$ cat src/rtl/quiz_pkg.sv
// Shared types and limits for the quiz round controller.
// The answer field is 7 bits wide, so the largest answer that can be typed is 127.
package quiz_pkg;

  typedef enum logic [2:0] {
    S_IDLE   = 3'd0,
    S_REQ_Q  = 3'd1,
    S_WAIT_Q = 3'd2,
    S_ANSWER = 3'd3,
    S_JUDGE  = 3'd4,
    S_SHOW   = 3'd5,
    S_DONE   = 3'd6
  } state_e;

  localparam int RES_W      = 7;
  localparam int DIGIT_MAX  = 9;
  localparam int ANSWER_MAX = 127;

  // Widened so that an overflowing entry can be seen and refused instead of wrapping.
  function automatic logic [10:0] append_digit(input logic [RES_W-1:0] val,
                                               input logic [3:0]       d);
    return 11'(val) * 11'd10 + 11'(d);
  endfunction

endpackage

$ cat src/rtl/sec_tick.sv
// Countdown prescaler: counts clk cycles while enabled and emits a one-cycle tick
// every CLK_HZ cycles. A synchronous clear restarts the count from zero.
module sec_tick #(
  parameter int CLK_HZ = 100_000_000
) (
  input  logic clk,
  input  logic rst_n,
  input  logic clr,
  input  logic en,
  output logic tick
);

  localparam int              CNT_W = (CLK_HZ > 1) ? $clog2(CLK_HZ) : 1;
  localparam logic [CNT_W-1:0] WRAP = CNT_W'(CLK_HZ - 1);

  logic [CNT_W-1:0] cnt_q;
  logic [CNT_W-1:0] cnt_d;

  always_comb begin
    cnt_d = cnt_q;
    if (clr) begin
      cnt_d = '0;
    end else if (en) begin
      cnt_d = (cnt_q == WRAP) ? '0 : cnt_q + 1'b1;
    end
  end

  assign tick = en && !clr && (cnt_q == WRAP);

  always_ff @(posedge clk) begin
    if (!rst_n) begin
      cnt_q <= '0;
    end else begin
      cnt_q <= cnt_d;
    end
  end

endmodule

$ cat src/rtl/quiz_round_ctrl.sv
// Quiz game sequencer: fetches a question, runs the round countdown, assembles
// the typed answer, judges it, holds the verdict on screen and keeps score.
//
// state    | meaning
// ---------+---------------------------------------------------------
// S_IDLE   | waiting for the first start after reset
// S_REQ_Q  | new_q_req high for this one cycle; clear answer and verdict
// S_WAIT_Q | waiting for ques_ready; latch result, arm countdown
// S_ANSWER | accepting keys while the seconds count down
// S_JUDGE  | compare the typed answer against the latched result
// S_SHOW   | hold right/wrong for SHOW_CYCLES cycles
// S_DONE   | game over; score frozen until the next start
module quiz_round_ctrl
  import quiz_pkg::*;
#(
  parameter int CLK_HZ      = 100_000_000,
  parameter int ROUND_SECS  = 10,
  parameter int NUM_ROUNDS  = 10,
  parameter int SHOW_CYCLES = 50_000_000
) (
  input  logic             clk,
  input  logic             rst_n,
  input  logic             start,
  output logic             new_q_req,
  input  logic             ques_ready,
  input  logic [RES_W-1:0] result,
  input  logic             kb_valid,
  input  logic [3:0]       kb_digit,
  input  logic             kb_enter,
  input  logic             kb_bksp,
  output logic [RES_W-1:0] kb_result,
  output logic [3:0]       secs_left,
  output logic [3:0]       round_num,
  output logic [3:0]       score,
  output logic             right,
  output logic             wrong,
  output logic             game_over
);

  localparam int                HOLD_W     = (SHOW_CYCLES > 1) ? $clog2(SHOW_CYCLES) : 1;
  localparam logic [HOLD_W-1:0] HOLD_LOAD  = HOLD_W'(SHOW_CYCLES - 1);
  localparam logic [3:0]        SECS_INIT  = 4'(ROUND_SECS);
  localparam logic [3:0]        ROUNDS_MAX = 4'(NUM_ROUNDS);

  state_e            state_q, state_d;
  logic              new_q_req_q, new_q_req_d;
  logic [RES_W-1:0]  kb_result_q, kb_result_d;
  logic [RES_W-1:0]  result_q, result_d;
  logic [3:0]        secs_left_q, secs_left_d;
  logic [3:0]        round_num_q, round_num_d;
  logic [3:0]        score_q, score_d;
  logic              right_q, right_d;
  logic              wrong_q, wrong_d;
  logic              game_over_q, game_over_d;
  logic              timed_out_q, timed_out_d;
  logic [HOLD_W-1:0] hold_q, hold_d;
  logic [10:0]       appended;
  logic              sec_pulse;

  // The prescaler only runs in ANSWER, so every round starts a full second from zero.
  sec_tick #(.CLK_HZ(CLK_HZ)) u_sec_tick (
    .clk   (clk),
    .rst_n (rst_n),
    .clr   (state_q != S_ANSWER),
    .en    (state_q == S_ANSWER),
    .tick  (sec_pulse)
  );

  always_comb begin
    state_d     = state_q;
    new_q_req_d = 1'b0;
    kb_result_d = kb_result_q;
    result_d    = result_q;
    secs_left_d = secs_left_q;
    round_num_d = round_num_q;
    score_d     = score_q;
    right_d     = right_q;
    wrong_d     = wrong_q;
    game_over_d = game_over_q;
    timed_out_d = timed_out_q;
    hold_d      = hold_q;
    appended    = append_digit(kb_result_q, kb_digit);

    unique case (state_q)
      S_IDLE, S_DONE: begin
        if (start) begin
          state_d     = S_REQ_Q;
          new_q_req_d = 1'b1;
          score_d     = '0;
          round_num_d = '0;
          game_over_d = 1'b0;
        end
      end
      S_REQ_Q: begin
        kb_result_d = '0;
        right_d     = 1'b0;
        wrong_d     = 1'b0;
        state_d     = S_WAIT_Q;
      end
      S_WAIT_Q: begin
        if (ques_ready) begin
          result_d    = result;
          secs_left_d = SECS_INIT;
          timed_out_d = 1'b0;
          state_d     = S_ANSWER;
        end
      end
      S_ANSWER: begin
        if (sec_pulse) begin
          if (secs_left_q <= 4'd1) begin
            secs_left_d = '0;
            timed_out_d = 1'b1;
            state_d     = S_JUDGE;
          end else begin
            secs_left_d = secs_left_q - 4'd1;
          end
        end
        // A submit on the final tick still counts as answered in time.
        if (kb_valid) begin
          if (kb_enter) begin
            timed_out_d = 1'b0;
            state_d     = S_JUDGE;
          end else if (kb_bksp) begin
            kb_result_d = kb_result_q / 7'd10;
          end else if (kb_digit <= 4'(DIGIT_MAX) && appended <= 11'(ANSWER_MAX)) begin
            kb_result_d = appended[RES_W-1:0];
          end
        end
      end
      S_JUDGE: begin
        if (kb_result_q == result_q && !timed_out_q) begin
          right_d = 1'b1;
          if (score_q < ROUNDS_MAX) score_d = score_q + 4'd1;
        end else begin
          wrong_d = 1'b1;
        end
        if (round_num_q < ROUNDS_MAX) round_num_d = round_num_q + 4'd1;
        hold_d  = HOLD_LOAD;
        state_d = S_SHOW;
      end
      S_SHOW: begin
        if (hold_q == '0) begin
          if (round_num_q >= ROUNDS_MAX) begin
            state_d     = S_DONE;
            game_over_d = 1'b1;
          end else begin
            state_d     = S_REQ_Q;
            new_q_req_d = 1'b1;
          end
        end else begin
          hold_d = hold_q - 1'b1;
        end
      end
      default: state_d = S_IDLE;
    endcase
  end

  always_ff @(posedge clk) begin
    if (!rst_n) begin
      state_q     <= S_IDLE;
      new_q_req_q <= 1'b0;
      kb_result_q <= '0;
      result_q    <= '0;
      secs_left_q <= '0;
      round_num_q <= '0;
      score_q     <= '0;
      right_q     <= 1'b0;
      wrong_q     <= 1'b0;
      game_over_q <= 1'b0;
      timed_out_q <= 1'b0;
      hold_q      <= '0;
    end else begin
      state_q     <= state_d;
      new_q_req_q <= new_q_req_d;
      kb_result_q <= kb_result_d;
      result_q    <= result_d;
      secs_left_q <= secs_left_d;
      round_num_q <= round_num_d;
      score_q     <= score_d;
      right_q     <= right_d;
      wrong_q     <= wrong_d;
      game_over_q <= game_over_d;
      timed_out_q <= timed_out_d;
      hold_q      <= hold_d;
    end
  end

  assign new_q_req = new_q_req_q;
  assign kb_result = kb_result_q;
  assign secs_left = secs_left_q;
  assign round_num = round_num_q;
  assign score     = score_q;
  assign right     = right_q;
  assign wrong     = wrong_q;
  assign game_over = game_over_q;

endmodule
$ cat config.mk
export PLATFORM = sky130hd
export DESIGN_NAME = quiz_round_ctrl
export DESIGN_NICKNAME = d
export VERILOG_FILES = /design/src/rtl/quiz_pkg.sv /design/src/rtl/sec_tick.sv /design/src/rtl/quiz_round_ctrl.sv
export SDC_FILE = /design/constraint.sdc
export NUM_CORES = 1
export LEC_CHECK = 0
export BUFFER_PORTS_ARGS = -buffer_cell sky130_fd_sc_hd__buf_2
export CORE_ASPECT_RATIO = 0.7
export CORE_MARGIN = 8
export CORE_UTILIZATION = 40
export DETAILED_ROUTE_END_ITERATION = 7
export PLACE_DENSITY = 0.68
export SETUP_SLACK_MARGIN = 0.5
export SKIP_LAST_GASP = 1
export SLEW_MARGIN = 25
export SYNTH_ARGS = -nofsm -noshare
export SYNTH_HDL_FRONTEND = slang
export SYNTH_HIERARCHICAL = 1
export SYNTH_SLANG_ARGS = --single-unit
$ cat constraint.sdc
create_clock -name clk -period 2.65 [get_ports clk]
set_input_delay 0.265 -clock clk [delete_from_list [all_inputs] [get_ports clk]]
set_output_delay 0.265 -clock clk [all_outputs]
set_load 0.005 [all_outputs]
**After elaboration in Yosys (flattened, before gate mapping)**

Cells that the tools add are included.

- Output and inout port bits: 23
- Memories: 0
- Memory bits (writable): 0
- Bits of input ports: 18
- Logic and storage cells: 122
- Bits in read-only memories: 0
- Register bits after elaboration: 87
- Bits in latches: 0

- Eq/ne operators: 22
- Muxes and demuxes: 45
- $lt $le $gt $ge: 6
- Shifts and indexed selects: 0
- Multipliers: 1
- Add/subtract/negate cells: 6
- Reductions and logical operators: 27
- Bitwise gates (word level): 1
- Divide/modulo/power cells: 1

Operators by type and width:

| kind | number |
|---|---|
| one-hot mux 26 bit (2 select lines) | 1 |
| 2-to-1 mux 4 bit | 7 |
| 2-to-1 mux 7 bit | 4 |
| adder 27 x 1 -> 27 bit, second input constant | 1 |
| equality test 27 bit, second input constant | 1 |
| 2-to-1 mux 27 bit | 1 |
| logical NOT 26 bit | 1 |
| 2-to-1 mux 26 bit | 1 |
| subtractor 26 x 1 -> 26 bit, second input constant | 1 |
| 2-to-1 mux 3 bit | 8 |
| != test 2 bit, second input constant | 12 |
| one-hot mux 4 bit (2 select lines) | 3 |
| one-hot mux 3 bit (6 select lines) | 1 |
| one-hot mux 7 bit (2 select lines) | 1 |
| 2-to-1 mux 1 bit | 13 |
| AND reduction 4 bit | 3 |
| nonzero test 2 bit | 6 |
| adder 11 x 4 -> 11 bit | 1 |
| less-or-equal comparator 11 x 7 -> 1 bit, second input constant | 1 |
| multiplier 7 x 3 -> 10 bit, second input constant | 1 |
| one-hot mux 1 bit (2 select lines) | 5 |
| AND reduction 2 bit | 5 |
| equality test 3 bit, second input constant | 3 |
| AND reduction 3 bit | 3 |
| other kinds (17) | 25 |

**Depth between registers and ports, before layout**

- Depth in word-level cells: 9
- Depth in mapped cells: 12
- Gate-level depth less buffers: 9

**Modules after synthesis**

The synthesis kept the hierarchy.

By module, submodules not included:

| module | area an instance (µm²) | sequential area each (µm²) | instances | cells each |
|---|---|---|---|---|
| quiz_round_ctrl | 3758.6 | 1201.2 | 1 | 436 |
| sec_tick | 1363.8 | 540.5 | 1 | 167 |

**Worst setup path after synthesis**

Ideal clock, no wire load.

- Path type: reg2reg
- From: register kb_result_q[1], in the netlist kb_result[1]
- To: register kb_result_q[0], in the netlist kb_result[0]
- Setup time: 0.072 ns
- Clock period less this slack: 2.946 ns
- Path slack: -0.296 ns
- Path buffers: 0
- Data required time: 2.578 ns
- Arrival time: 2.874 ns
- Cell stages (with the launch flop): 9
- Cell sequence: dfxtp_1 > ha_1 > ha_1 > fa_1 > xnor2_1 > nor3b_1 > mux4_2 > a31oi_4 > mux2i_1

- Cells in the longest elaborated chain, start to end: 6
- Elaborated cells between the ends (all ways): 11
- Classes of those cells: 1 x add/sub; 1 x mul; 1 x div; 1 x order compare; 1 x eq/ne; 4 x mux; 2 x reduce/logical

Ends and longest elaborated chain:

| element | line | source |
|---|---|---|
| from (decl) | quiz_round_ctrl.sv:47 | `logic [RES_W-1:0] kb_result_q, kb_result_d;` |
| from (signal assigned) | quiz_round_ctrl.sv:175 | `kb_result_q <= kb_result_d;` |
| branches (longest 6 deep; another with divider 7 x 4 -> 7 bit) | n/a |  |

Several ways; the timed one is not identified. The select of a mux whose other input is x is not followed.
A chain may end at the register's enable or synchronous reset.

**Worst setup path in the final report**

- From: register kb_result_q[3], in the netlist kb_result[3]
- To: register kb_result_q[1], in the netlist kb_result[1]

The elaborated chain is that of the path after synthesis.

==> results.md <==
- Clock Skews: 0.0109 ns
- DR DRC count: 0
- Vias per Instance: 5.42
- Reg power frac: 33.1%
- Most used flip-flop cell after synthesis: dfxtp_1
- Final period utilization: 99.6%
- Critical path type: flop to flop
- Core Rows: 34
- Ranking of synthesized cells by area: dfxtp_1, xnor2_1, xor2_1
- Inserted Diodes: 0
- Relative slew slack: 56.2%
- Vias in the first global route: 4,499
- Clk_lat worst skew: 0.34 ns
- CTS Buffer Depth: 2
- Syn Nets: 643
- Die Y: 111 µm
- Clock power frac: 24.5%
- Status: completed
- Post-synthesis register bit count: 87
- Max-slew violation count: 0
- # port buffers: 40
- Final worst slack: 0.0103 ns
- Final setup vio count: 0
- Area Growth Syn to Fin: 21.4%
- CORE AREA: 12,500 µm²
- I/O pin cnt: 41
- Mapped Cells: between 600 and 700
- Largest net degree at the start of global routing: 24
- Max cap viols: 0
- DP Cell Count: 802
- Switch Pwr: between 0.002 and 0.0025 W
- Post-synth top area cell: dfxtp_1
- Mean Syn Cell Area: 8.49 µm²
- Register area share after synthesis: 34.0%
- First-pass DRT Iterations: 4
- Initial core utilization: a little over 40%
- Routed wire per std cell: 15.2 µm
- Detailed Place HPWL: slightly above 9 mm
- Final std cells w/o fill: 830
- Top cell type's share of synthesized area: 34.0%
- H-tree levels: 3
- Power per Cell Area: between 800 and 900 nW/µm²
- CP Capture Type: flop
- DRT antenna net count: 0
- Num Clock Sinks: 87
- Min Tclk post-route: 2.64 ns
- Root Buffer: clkbuf_16
- Die Width: approximately 150 µm
- Total Wirelength: between 10 and 15 mm
- Die area: approximately 17,000 µm²
- Post-Syn Area: roughly 5000 µm²
- Share of cells above drive strength 1: 21.4%
- Overall Global Routing Usage: ~15%
- Pre-CTS WS: -0.0209 ns
- Tightest Hold Check Type: primary input to flop
- Crit-path max FO: 7
- DR vias: 4,496
- Design Power: around 0.0053 W
- Antenna violations before repair: 0
- Switching Fraction: just under 40%
- Post-synth EDFFs: 0
- Slew @ Worst Pin: 0.656 ns
- Starting DRT DRC Count: 271
- Pint: 0.00323 W
- CP arrival: 2.91 ns
- CTS tree: built
- First-pass GRT wire length: 21.3 mm
- CTS Buf Count: 9
- Yosys Warn Count: 6
- Worst Setup Start Kind: flop
- Reg clk slew, reported paths: 0.07 ns
- FFs w/ async S/R, synth: 0%
- Pleak: between 2 and 2.5 nW
- Hold Vio Cnt, Final: 0
- CP required: 2.92 ns
- Grt ovf: 0
- Fmax: 0.379 GHz
- Combinational Power Share: 42.4%
- Peak supply drop: 465 µV
- Placer Congestion: 0.881
- RSZ-0062 raised after global routing: yes
- Final net count: between 700 and 800
- Post-synth cell types: 76
- WHS: about 0.16 ns
per-layer routing:
layer | vias up | global-route usage [%] | routed length (µm)
li1 | 2263 | - | -
met1 | 2134 | 20.2 | 6030
met2 | 88 | 24.3 | 5810
met3 | 11 | 3.92 | 621
met4 | 0 | 3.62 | 121
met5 | - | 0 | 0
layout by cell type, fill, tap and decap left out, types with 4 or more instances in the layout:
| master | Yosys | layout |
|---|---|---|
| nand2b_1 | 4 | 4 |
| buf_4 | 1 | 31 |
| mux2i_1 | 9 | 9 |
| a21boi_1 | 9 | 9 |
| and3_1 | 11 | 10 |
| nand3b_1 | 12 | 12 |
| nor2_1 | 64 | 63 |
| buf_2 | 2 | 40 |
| dfxtp_1 | 87 | 78 |
| nor3_1 | 18 | 17 |
| nand4_1 | 13 | 13 |
| a21boi_0 | 11 | 11 |
| o21a_1 | 5 | 5 |
| a21o_1 | 5 | 5 |
| xnor2_1 | 29 | 28 |
| dfxtp_2 | 0 | 6 |
| ha_1 | 20 | 14 |
| clkbuf_16 | 0 | 9 |
| and2_1 | 5 | 5 |
| a31oi_1 | 7 | 7 |
| ha_4 | 0 | 5 |
| inv_1 | 16 | 16 |
| nor2b_1 | 12 | 11 |
| nor4_1 | 8 | 6 |
| nand3_1 | 20 | 20 |
| xor2_1 | 29 | 29 |
| a21oi_1 | 23 | 23 |
| nand2_1 | 66 | 65 |
| o21ai_0 | 25 | 24 |
power groups by stage:
stage / combinational [W] / clock [W] / sequential (W)
after CTS: 0.00212 / 0.00134 / 0.00174
final: 0.00225 / 0.00130 / 0.00175
after global routing: 0.00247 / 0.00139 / 0.00178
after floorplan: 0.00165 / 0 / 0.00172
after global placement: 0.00200 / 0 / 0.00175
after detailed placement: 0.00206 / 0 / 0.00176
logic make-up (layout without fill, tap and decap cells):
logic type	count (synthesis)	in the layout	share of synthesized area, %
muxes	10	10	2.20
DFF	87	87	34.0
and+or+nand+nor	267	267	28.1
adders and majority gates	25	25	6.25
buffers and inverters	42	107	4.01
AOI/OAI and AO/OA	114	114	15.5
xor gates and xnor gates	58	58	9.92
final timing paths:
check	cells after the start	to	startpoint	slack [ns]
min reg2reg	2	result_q[3]$_SDFFE_PN0P_	result_q[3]$_SDFFE_PN0P_	0.48
min	3	result_q[6]$_SDFFE_PN0P_	result[6]	0.16
max reg2reg	9	kb_result[1]$_SDFFE_PN0P_	kb_result[3]$_SDFFE_PN0P_	0.01
max	9	kb_result[1]$_SDFFE_PN0P_	kb_result[3]$_SDFFE_PN0P_	0.01
area by class of cell:
cell class / count / area (µm²)
fill: 1177 / 6250
multi-input combinational: 474 / 3380
sequential: 87 / 1760
timing repair buffer: 75 / 504
clock buffer: 10 / 229
tap: 162 / 203
clock inverter: 6 / 80.1
inverter: 16 / 60.1
synthesized netlist by cell type (7+ instances only):
master and count:
a31oi_1 7, ha_1 20, inv_1 16, nor4_1 8, nor2b_1 12, a21boi_0 11
and3_1 11, a21boi_1 9, nor2_1 64, nand2_1 66, nand4_1 13, xnor2_1 29
nand3_1 20, nor3_1 18, mux2i_1 9, xor2_1 29, nand3b_1 12, o21ai_0 25
dfxtp_1 87, a21oi_1 23, clkbuf_1 17
critical path: stages (launching register included):
cell and delay (ns):
dfxtp_2 0.38, ha_4 0.22, ha_4 0.16, fa_2 0.37
xnor2_2 0.18, nor3b_4 0.19, mux4_2 0.56, a31oi_4 0.18
buf_12 0.15, mux2i_1 0.18
per-stage QoR:
stage          utilization, %  instance area [µm²]  TNS (ns)
2_1_floorplan               -                 5220         0
3_3_place_gp             45.3                 5650         0
3_5_place_dp             45.3                 5650   -0.0209
4_1_cts                  48.7                 6070  -0.00160
5_1_grt                  49.9                 6220    -0.335
6_report                 49.9                 6220         0
sequential cells by signal (all words and copies together), names as in the netlist:
register	flops
secs_left	4
u_sec_tick/cnt_q	27
new_q_req	1
timed_out_q	1
game_over	1
right	1
wrong	1
state_q	3
result_q	7
score	4
kb_result	7
hold_q	26
round_num	4
repair_timing:
action	4_1_cts	5_1_grt
setup buffers	5	7
hold buffers	0	0
cloned	0	0
setup endpoints to repair	19	47
pin swaps	11	8
endpoints found under the hold margin	0	0
gates resized for setup	10	15
Power figures use the tool's default switching activity.
